### config.mk
export PLATFORM = sky130hd
export DESIGN_NAME = wb_arbiter
export DESIGN_NICKNAME = d
export VERILOG_FILES = /design/src/rtl/wb_arbiter.sv
export SDC_FILE = /design/constraint.sdc
export NUM_CORES = 1
export LEC_CHECK = 0
export BUFFER_PORTS_ARGS = -buffer_cell sky130_fd_sc_hd__clkbuf_2
export CAP_MARGIN = 15
export CELL_PAD_IN_SITES_DETAIL_PLACEMENT = 0
export CELL_PAD_IN_SITES_GLOBAL_PLACEMENT = 1
export CORE_AREA = 2 2 167 169
export CTS_CLUSTER_DIAMETER = 60
export CTS_CLUSTER_SIZE = 16
export DETAILED_ROUTE_END_ITERATION = 10
export DIE_AREA = 0 0 169 171
export GPL_ROUTABILITY_DRIVEN = 0
export GPL_TIMING_DRIVEN = 1
export PLACE_DENSITY = 0.91
export SLEW_MARGIN = 20
export SYNTH_ARGS = -nofsm -noshare
export SYNTH_HDL_FRONTEND = slang
export SYNTH_SLANG_ARGS = --single-unit
### constraint.sdc
create_clock -name CLK -period 10.24 [get_ports CLK]
set_clock_uncertainty 0.05 [all_clocks]
set_input_delay 1.024 -clock CLK [delete_from_list [all_inputs] [get_ports CLK]]
set_output_delay 1.024 -clock CLK [all_outputs]
set_load 0.01 [all_outputs]
### src/rtl/wb_arbiter.sv
//==============================================================================
// wb_arbiter: 4-requester writeback arbiter onto three register ports and
// one flag port. Revision: 1.0
//==============================================================================
`timescale 1ns/1ps
`default_nettype none

module wb_arbiter #(
    parameter int RR_EN = 1
) (
    input  logic         CLK,
    input  logic         N_RST,
    input  logic [3:0]   REQ_VALID,
    input  logic [3:0]   REQ_RWE,
    input  logic [11:0]  REQ_ADDR,
    input  logic [127:0] REQ_DATA,
    input  logic [3:0]   REQ_FWE,
    input  logic [19:0]  REQ_FLAGS,
    output logic [3:0]   REQ_READY,
    output logic [2:0]   WA1,
    output logic [2:0]   WA2,
    output logic [2:0]   WA3,
    output logic [31:0]  WD1,
    output logic [31:0]  WD2,
    output logic [31:0]  WD3,
    output logic         WE1,
    output logic         WE2,
    output logic         WE3,
    output logic [4:0]   WDF1,
    output logic         WEF1,
    output logic [4:0]   WDF2,
    output logic         WEF2,
    input  logic         CNT_CLR,
    output logic [15:0]  STALL_CNT
);

    logic [1:0]        ptr;
    logic [3:0]        grant;
    logic [2:0][2:0]   port_addr;
    logic [2:0][31:0]  port_data;
    logic [2:0]        port_en;
    logic [1:0]        reg_cnt;
    logic              flag_used;
    logic [4:0]        flag_data;
    logic [1:0]        last_idx;
    logic              any_grant;
    logic [1:0]        sel;
    logic              ok;
    logic [2:0]        cur_addr;
    logic              contention;

    // Walk requesters from ptr; each one sees the ports already taken this cycle.
    always_comb begin
        grant     = '0;
        port_addr = '0;
        port_data = '0;
        port_en   = '0;
        reg_cnt   = '0;
        flag_used = 1'b0;
        flag_data = '0;
        last_idx  = ptr;
        any_grant = 1'b0;
        sel       = '0;
        ok        = 1'b0;
        cur_addr  = '0;
        for (int s = 0; s < 4; s++) begin
            sel      = ptr + 2'(s);
            cur_addr = REQ_ADDR[3*sel +: 3];
            ok       = REQ_VALID[sel];
            if (REQ_RWE[sel]) begin
                if (reg_cnt == 2'd3) begin
                    ok = 1'b0;
                end
                for (int k = 0; k < 3; k++) begin
                    if (port_en[k] && (port_addr[k] == cur_addr)) begin
                        ok = 1'b0;
                    end
                end
            end
            if (REQ_FWE[sel] && flag_used) begin
                ok = 1'b0;
            end
            if (ok) begin
                grant[sel] = 1'b1;
                last_idx   = sel;
                any_grant  = 1'b1;
                if (REQ_RWE[sel]) begin
                    port_en[reg_cnt]   = 1'b1;
                    port_addr[reg_cnt] = cur_addr;
                    port_data[reg_cnt] = REQ_DATA[32*sel +: 32];
                    reg_cnt            = reg_cnt + 2'd1;
                end
                if (REQ_FWE[sel]) begin
                    flag_used = 1'b1;
                    flag_data = REQ_FLAGS[5*sel +: 5];
                end
            end
        end
    end

    assign REQ_READY  = grant & {4{N_RST}};
    assign contention = |(REQ_VALID & ~grant);
    assign WDF2       = '0;
    assign WEF2       = 1'b0;

    always_ff @(posedge CLK or negedge N_RST) begin
        if (!N_RST) begin
            WE1  <= 1'b0;
            WE2  <= 1'b0;
            WE3  <= 1'b0;
            WA1  <= '0;
            WA2  <= '0;
            WA3  <= '0;
            WD1  <= '0;
            WD2  <= '0;
            WD3  <= '0;
            WEF1 <= 1'b0;
            WDF1 <= '0;
        end else begin
            WE1  <= port_en[0];
            WE2  <= port_en[1];
            WE3  <= port_en[2];
            WA1  <= port_addr[0];
            WA2  <= port_addr[1];
            WA3  <= port_addr[2];
            WD1  <= port_data[0];
            WD2  <= port_data[1];
            WD3  <= port_data[2];
            WEF1 <= flag_used;
            WDF1 <= flag_data;
        end
    end

    generate
        if (RR_EN != 0) begin : g_rr
            always_ff @(posedge CLK or negedge N_RST) begin
                if (!N_RST) begin
                    ptr <= '0;
                end else if (any_grant) begin
                    ptr <= last_idx + 2'd1;
                end
            end
        end else begin : g_fixed
            always_ff @(posedge CLK or negedge N_RST) begin
                if (!N_RST) begin
                    ptr <= '0;
                end else begin
                    ptr <= '0;
                end
            end
        end
    endgenerate

    // Clear wins over increment; the count sticks at all-ones.
    always_ff @(posedge CLK or negedge N_RST) begin
        if (!N_RST) begin
            STALL_CNT <= '0;
        end else if (CNT_CLR) begin
            STALL_CNT <= '0;
        end else if (contention && (STALL_CNT != 16'hFFFF)) begin
            STALL_CNT <= STALL_CNT + 16'd1;
        end
    end

endmodule

`default_nettype wire

==> summary by stage, run 1 <==
Outcome
The flow ran to the end, and the final reports show no timing, DRC or antenna violations.

Critical path
The launching element of the worst setup path is ptr[0]. The library cell contributing the largest single delay on the critical path is dfrtp_4. The worst reg2reg path startpoint is ptr[0]. The signal on the critical path passes through inv_2, buf_4, ha_4, mux4_2, xor2_1, nor4_2, buf_4, nor2b_1, nand2_1, inv_1, ha_1, nand3b_1, a211oi_2, nand3_4, buf_4, nor2_1, nor4_4, and3_1, nand2_1, a41oi_1, clkbuf_2. The worst-case reg-to-reg path depth is 21. The endpoint arrival time on the critical path is 7.29 ns. On the worst path, the slowest cell contributes a delay of 0.91 ns. The endpoint identified for the worst register-to-register timing path is WA1[0].

The worst setup path is launched from a register. Together, buffers and inverters on the worst path number 6. Broken down by cell family, the worst path's largest delay share belongs to simple AND/OR/NAND/NOR gates. For flop-to-flop paths, the worst setup slack is 2.08 ns. The most numerous cell on the critical path is buf_4. Data on the critical path is required at its endpoint by 9.17 ns. The critical-path maximum fanout is 70. The critical path class is register to output pin.

The critical path endpoint category is an output pin.

Pwr
The power density normalized to cell area is 357 nW/µm². The share of total power dissipated in the clock network is 0.121. The design draws 4970 µW. In this run the static leakage power is 0.00616 µW. The internal portion of the total power is 2560 µW. Summed over all nets, the switching power comes to 2410 µW.

The share of total power dissipated in combinational logic is 0.713. The maximum vdd ir drop is 0.190 mV. Of the total power, the share spent switching nets is 0.485. The power share of the sequential group is 0.166.

Clock network
CTS built an H-tree with a depth of 4. Gates resized during post-CTS repair numbered 0. TritonCTS created 17 clock buffers. Buffers added to address setup during post-CTS repair amount to 0.

The clock passes through at most 2 buffers. The clock-pin slew on the worst setup and hold paths is 0.06 ns. The master cell of the clock root buffer is clkbuf_16.

The number of hold buffers added after cts is 0. The worst-skew pair later-pin latency is 0.43 ns. CTS saw 132 sinks. The clock tree from TritonCTS is yes.

Synth
The compound-cell area share of the yosys netlist is 0.169. The yosys synthesis warning count is 0. The synthesized design contains 132 register bits.

The portion of synthesized area spent on multiplexers is 0.332. The proportion of synthesized flip-flops having asynchronous set or reset is 1.00. Of the total synthesized cell area, the portion taken by full adders, half adders and majority gates is 0.0128. The count of cell types in the netlist is 67. Of the total synthesized cell area, the portion taken by XOR and XNOR cells is 0.00970.

The most used flip-flop cell after synthesis is dfrtp_1. The dominant combinational cell family by area after synthesis is multiplexers. Yosys mapped a number of flops with a built-in enable equal to 0.

Of the total synthesized cell area, the portion taken by AND, OR, NAND and NOR gates is 0.145. The per-instance average area after synthesis is 9.82 µm². The share of the Yosys chip area taken by registers is 0.282. Synthesis handed over a netlist of 1195 instances. The synthesized netlist occupies a cell area of 11700 µm².

Place
The minimum setup slack after placement is 2.06 ns. The HPWL after detailed placement is 25400 µm. In this run the cell area measured after placement is 13400 µm². Input and output buffers added on the ports amount to 308.

Routing
After detailed routing, the number of remaining DRC violations is 0. The via total after detailed routing is 11100. The detailed router finished its first iteration with 935 violations. The detailed-routing iteration count for the pre-antenna-repair pass is 6. Dividing the detail-routed wire length by the instance count gives 20.8 µm. The total wire length after detailed routing is 37000 µm. Using the TritonRoute via totals, the vias-per-cell ratio works out to 6.21. The number of nets with antenna violations after routing is 0.

Layout
The net count of the finished layout is 1610. The final cell area excluding filler cells is 13900 µm². The share of cells above drive strength 1 is 0.377. The area added between synthesis and finish is 18.8%. The library cell used most frequently in the layout, excluding fill and tap cells, is clkbuf_2. 0 antenna diodes ended up in the layout. Leaving out fill and tap cells, the most frequent cells in the layout are 307 x clkbuf_2, 138 x nand2_1, 133 x mux4_2.

Floorplan
The initial utilization of the core area, before any placement, comes to 0.429. In this run the vertical extent of the chip is 171 µm. 315 I/O pins were placed. The floorplan step defined a die boundary enclosing 28900 µm². The row count is 61.

The core region is 27300 µm². In this run the horizontal extent of the chip is 169 µm.

STA
The tightest slew margin relative to the limit is 0.314. Setup repair after global routing left no endpoint under its margin. The setup TNS after final layout is 0 ns. The final period demand of the worst path is 8.36 ns. Across all setup checks in the final design, the least slack found is 1.88 ns. The number of endpoints with negative hold slack in the final report is 0. Setup violations remaining at the end of the flow were counted as 0. In the finished design, the share of the clock period the worst path needs comes to 0.817.

For this run, the top clock speed supported by timing is 0.120 GHz. At the pin with the least slew margin, the transition time is 1.03 ns. The number of pins with negative max-slew slack in the final report is 0.

Global routing
The initial antenna violation count is 2. After global routing the overflow that remains totals 0. The combined global-route utilization of all metal layers is 0.252. The number of global-route vias before repair is 10400. The largest net degree at the start of global routing is 82. The first global-routing pass estimated 56900 µm of wire.

Run
Across the run, the number of max-cap violations was 0.

Worst hold path
The path type of the worst min-delay path is input pin to async pin.
==> stage by stage <==
step                       util  std cells  hold WS, ns
final                     0.510       1781        0.505
after global routing      0.510       1781        0.536
after CTS                 0.510       1781        0.519
after detailed placement  0.489       1750        0.538
after global placement    0.489       1750        0.525
after floorplan               -       1200        0.544
==> metal layers <==
layer  part of all wire  routed length [µm]  global-route usage
met1               0.41               15200               0.343
met2               0.48               17700               0.397
met3              0.080                2960              0.0537
met4              0.030                1130               0.101
met5            0.00030                  11                   0
==> sequential cells by signal, summed over array words and instances, names as in the netlist, 2 cells and up <==
name and flops:
WA1 3, WD1 32, WDF1 5, WD2 32
WA3 3, STALL_CNT 16, WA2 3, WD3 32
ptr 2
==> synthesized netlist by cell type (8+ instances only) <==
cell type	count	area [µm²]
a22o_1	35	307
inv_1	17	63.8
buf_1	16	60.1
nand3_1	30	150
mux2_1	9	101
a41oi_1	8	70.1
a21oi_1	83	415
clkbuf_1	67	251
nor2_1	122	458
buf_2	22	110
o21ai_0	43	215
nor2b_1	14	87.6
mux4_2	133	3000
a31oi_1	37	231
nor3_1	8	40.0
dfrtp_1	132	3300
o31ai_1	38	285
mux2i_1	45	450
mux2_2	31	349
ha_1	12	150
o21ai_1	38	190
buf_4	10	75.1
nand2_1	139	522
==> final cells by class <==
cell class | instances | area, µm²
Fill cell | 2494 | 13400
Multi-Input combinational cell | 932 | 7900
Sequential cell | 132 | 3310
Timing Repair Buffer | 321 | 1650
Clock buffer | 20 | 467
Tap cell | 346 | 433
Clock inverter | 11 | 101
Inverter | 19 | 71.3
==> worst register-to-register path: stages (launching register included) <==
cell and delay, ns:
dfrtp_4 0.91, inv_2 0.04, buf_4 0.33, ha_4 0.72
mux4_2 0.71, xor2_1 0.22, nor4_2 0.07, buf_4 0.17
nor2b_1 0.40, nand2_1 0.28, inv_1 0.19, ha_1 0.19
nand3b_1 0.13, a211oi_2 0.07, nand3_4 0.14, buf_4 0.61
nor2_1 0.18, nor4_4 0.43, and3_1 0.54, and3_2 0.81
buf_4 0.48, mux2_1 0.36
==> logic make-up (layout without fill, tap and decap cells) <==
family,after synthesis,in the layout
compound gates,313,313
xor+xnor,13,13
fa+ha+maj,12,12
buf+inv,136,371
flops,132,132
mux,218,218
other cells,1,6
simple gates,370,370
==> how the worst max path moves through the flow <==
stage / end / slack [ns] / cells after the start
2_1_floorplan: REQ_READY[1] / 2.94 / 25
3_3_place_gp: WA1[0] / 2.16 / 21
3_5_place_dp: WA1[0] / 2.06 / 21
4_1_cts: REQ_READY[3] / 1.79 / 21
5_1_grt: REQ_READY[1] / 1.24 / 21
6_report: REQ_READY[3] / 1.88 / 21
==> power by group through the flow <==
stage                     Sequential (µW)  Clock [µW]  Combinational [µW]
after floorplan                       789           0                2760
after global placement                833           0                3460
after detailed placement              833           0                3510
after CTS                             826         612                3530
after global routing                  846         638                3870
final                                 826         603                3540
Note: power is estimated with default switching activity, not from simulation.
==> inputs of run 2 (changes only) <==
ABC_AREA = 1   (was not set)
CORE_AREA = 2 2 193 195   (was 2 2 167 169)
DIE_AREA = 0 0 195 197   (was 0 0 169 171)
PLACE_DENSITY = 0.81   (was 0.91)
clock period = 7.5 ns   (was 10.24 ns; I/O delays follow)
==> run 2 against run 1 <==
  * Non-clock buffer count up 5
  * Area after synthesis up 0.71%
  * Cell area up 1.0%
  * Register-to-register slack worse by 1.3 ns
  * Synthesized cell count up 59%
  * Flip-flop and latch count unchanged
  * Core utilization down 12 points
  * Routed wire length up 17%
  * Via count up 20%
  * Sequential power up 36%
  * Power up 62%
  * Critical endpoint is now WD2[6]
  * Highest routed layer is now met4
==> summary by stage, run 2 <==
Routing
The detailed-routing iteration count for the pre-antenna-repair pass was 6 (unchanged). The routed via count divided by cell count was 5.13 (-17%). The via total after detailed routing is 13300 (+20%).

The average routed wire per standard cell is 16.7 µm (-19%). The number of nets with antenna violations after routing is 0 (unchanged). The total wire length after detailed routing came to 43200 µm (+17%).

The remaining design rule violation count came to 0 (unchanged). The starting DRC count in detailed routing is 638 (-32%).

Global routing
The initial antenna violation count is 0 (-2). The number of global-route vias before repair is 12600 (+21%). The wire length of the first global-routing pass came to 67600 µm (+19%). The largest net degree at the start of global routing is 120 (+46%). The combined global-route utilization of all metal layers is 0.223 (-0.0298). The total grt overflow is 0 (unchanged).

Pwr
The proportion of total power due to net switching is 0.582 (+0.0974). The power share of the sequential group came to 0.140 (-0.026). The leakage power total was 0.00724 µW (+17%).

The maximum vdd ir drop came to 0.372 mV (+96%). The power spent charging and discharging nets was 4690 µW (+94%). The share of power burned in combinational logic was 0.753 (+0.040). The power density normalized to cell area is 571 nW/µm² (+60%). The clock network power share is 0.107 (-0.014). The internal power consumption is 3360 µW (+31%). The total power after layout is 8040 µW (+62%).

Clock network
The number of hold buffers added after cts is 0 (unchanged). The worst-skew pair later-pin latency is 0.44 ns (about the same). The clock-pin slew on the worst setup and hold paths came to 0.07 ns (about the same). The post-CTS setup repair buffer count is 0 (unchanged). The worst-case clock buffer depth is 2 (unchanged). The number of buffers inserted during clock tree synthesis is 17 (unchanged). The TritonCTS sink count is 132 (unchanged). The clock tree from TritonCTS is yes. The H-tree level count is 4 (unchanged). The post-cts gate resize count came to 0 (unchanged). The master cell of the clock root buffer is clkbuf_16.

Layout
The share of cells above drive strength 1 is 0.190 (-0.187). In the final layout, the registers with the most flip-flops are WD1 (32), WD2 (32), WD3 (32). From synthesis to final layout, the design area changed by 19.2%.

The count of nets after finishing is 2294 (+42%). The top cell types in the final layout, fill and taps aside, are 581 x nand2_1, 363 x o21ai_0, 307 x clkbuf_2. The library cell used most frequently in the layout, excluding fill and tap cells, is nand2_1. The number of antenna diodes is 0 (unchanged). The number of filler instances in the final layout is 3880 (+56%).

Floorplan
The area of the die came to 38400 µm² (+33%). The effective utilization at floorplan is 0.326 (-0.104). The width of the die is 195 µm (+15%). The die outline height came to 197 µm (+15%). The core box area is 36300 µm² (+33%).

The boundary pin count was 315 (unchanged). The row count is 70 (+15%).

Synth
dfrtp_1 takes more of the synthesized area than any other cell. The number of enable-type register cells in the synthesized netlist is 0 (unchanged). The part of the Yosys area used for sequential elements is 0.280 (-0.00200). The proportion of synthesized flip-flops having asynchronous set or reset was 1.00 (unchanged). The post-synthesis cell area came to 11800 µm² (+0.71%). The post-synthesis register bit count is 132 (unchanged).

The yosys synthesis warning count is 0 (unchanged). The commonest cells after synthesis are 582 x nand2_1, 363 x o21ai_0, 182 x inv_1. The count of cell types in the netlist is 50 (-25%).

The portion of synthesized cell area occupied by the leading cell type is 0.280 (-0.00200). The per-instance average area after synthesis is 6.23 µm² (-37%). In the post-synthesis netlist, the biggest area contributors are dfrtp_1 28%, nand2_1 18%, o21ai_0 15%, inv_1 5.8%, nand3_1 5.5%. The most instantiated library cell after synthesis is nand2_1. The number of standard cells after synthesis was 1896 (+59%). The prevailing post-synth register cell is dfrtp_1.

STA
The final period demand of the worst path is 6.68 ns. The tightest slew margin relative to the limit is 0.321 (+0.00793). The number of pins with negative max-slew slack in the final report came to 0 (unchanged). The number of endpoints with negative hold slack in the final report is 0 (unchanged). The least setup slack across all paths after layout was 0.818 ns (-1.06 ns). Setup repair after global routing left no endpoint under its margin. The share of the clock period used by the worst path after layout is 0.891. The peak clock frequency supported by timing is 0.150 GHz. The actual slew at the worst max-slew pin came to 1.02 ns (-0.0119 ns). The setup TNS after final layout came to 0 ns (unchanged). The setup violation total in the final timing report is 0 (unchanged).

Critical path
The critical-path maximum fanout came to 60 (-14%). The required time at the worst-slack endpoint is 7.76 ns (-1.41 ns). The endpoint arrival time on the critical path was 6.95 ns (-0.34 ns). The number of buffer and inverter stages on the critical path is 7 (+1).

The delay contributed by the slowest stage of the critical path is 0.82 ns (-0.09 ns). The cell type group with the largest total delay on the critical path is simple AND/OR/NAND/NOR gates. The critical path class is register to register. The library cell contributing the largest single delay on the critical path is dfrtp_1. The startpoint class of the critical path is a register.

Counting stages on the worst path, the most repeated cell is nand2_1. The critical path endpoint category is a register.

Place
The HPWL after detailed placement was 30700 µm (+21%). The port buffer count is 308 (unchanged). The minimum setup slack after placement is 0.932 ns (-1.12 ns).

Run
The number of max-cap violations is 0 (unchanged).

Worst hold path
The path type of the worst min-delay path is input pin to async pin.

Outcome
The flow ran to the end, and the final reports show no timing, DRC or antenna violations.
==> run 2: changes by cell type after synthesis, moves of 34 or more <==
| cell | before | now |
|---|---|---|
| a21oi_1 | 83 | 47 |
| a22o_1 | 35 | 0 |
| a31oi_1 | 37 | 0 |
| inv_1 | 17 | 182 |
| mux4_2 | 133 | 0 |
| nand2_1 | 139 | 582 |
| nand3_1 | 30 | 131 |
| nor2_1 | 122 | 47 |
| o211ai_1 | 1 | 37 |
| o21ai_0 | 43 | 363 |
| o31ai_1 | 38 | 4 |
==> run 2: cell type report <==
class / instances / area [µm²] / share of cell area
sequential: 132 / 3310 / 0.235
clock inverter: 9 / 130 / 0.00924
tap: 468 / 586 / 0.0416
timing repair buffer: 326 / 1710 / 0.121
multi-input combinational: 1439 / 7170 / 0.509
inverter: 191 / 726 / 0.0515
clock buffer: 22 / 454 / 0.0322
==> run 2: power by group through the flow <==
stage | Sequential, µW | Combinational [µW] | Clock, µW
global route | 1140 | 6840 | 909
CTS | 1120 | 6030 | 880
global placement | 1140 | 5920 | 0
finish | 1120 | 6060 | 861
detailed placement | 1130 | 6010 | 0
floorplan | 1160 | 4450 | 0
==> run 2: metal layers <==
layer	wire length (µm)	up-vias	global-route usage
li1	-	6659	-
met5	0	-	0
met1	19200	6039	0.291
met2	19700	480	0.358
met3	2580	97	0.0371
met4	1720	0	0.109
==> run 2: final timing paths <==
path / startpoint / endpoint / slack [ns] / depth (start not counted)
min in group CLK: STALL_CNT[1] / STALL_CNT[1] / 0.52 / 2
worst max register to register: ptr[1] / WD2[6] / 0.82 / 32
worst min-delay path: N_RST / WD3[7] / 0.13 / 1
worst max-delay path: ptr[1] / WD2[6] / 0.82 / 32
worst min register to register: STALL_CNT[1] / STALL_CNT[1] / 0.52 / 2
max in group asynchronous: N_RST / WDF1[0] / 6.22 / 2
==> run 2: logic make-up after synthesis <==
family / Yosys count / synth area share
compound gates: 520 / 0.236
xor+xnor: 18 / 0.0133
fa+ha+maj: 12 / 0.0127
buf+inv: 330 / 0.118
flops: 132 / 0.280
mux: 39 / 0.0341
other cells: 1 / 0.000317
simple gates: 844 / 0.306
==> run 2: per-stage QoR <==
step / hold slack [ns] / cells / utilization / cell area [µm²]
5_1_grt: 0.132 / 2587 / 0.388 / 14100
3_3_place_gp: 0.503 / 2556 / 0.372 / 13500
3_5_place_dp: 0.512 / 2556 / 0.372 / 13500
2_1_floorplan: 0.404 / 1901 / - / 11800
4_1_cts: 0.121 / 2587 / 0.388 / 14100
6_report: 0.129 / 2587 / 0.388 / 14100
==> run 2: worst register-to-register path, delay by kind of cell (launching register included) <==
family          cells  cell delay (ns)
compound gates      3             1.05
fa+ha+maj           2             1.01
buf+inv             7             1.78
flops               1             0.82
simple gates       20             1.83
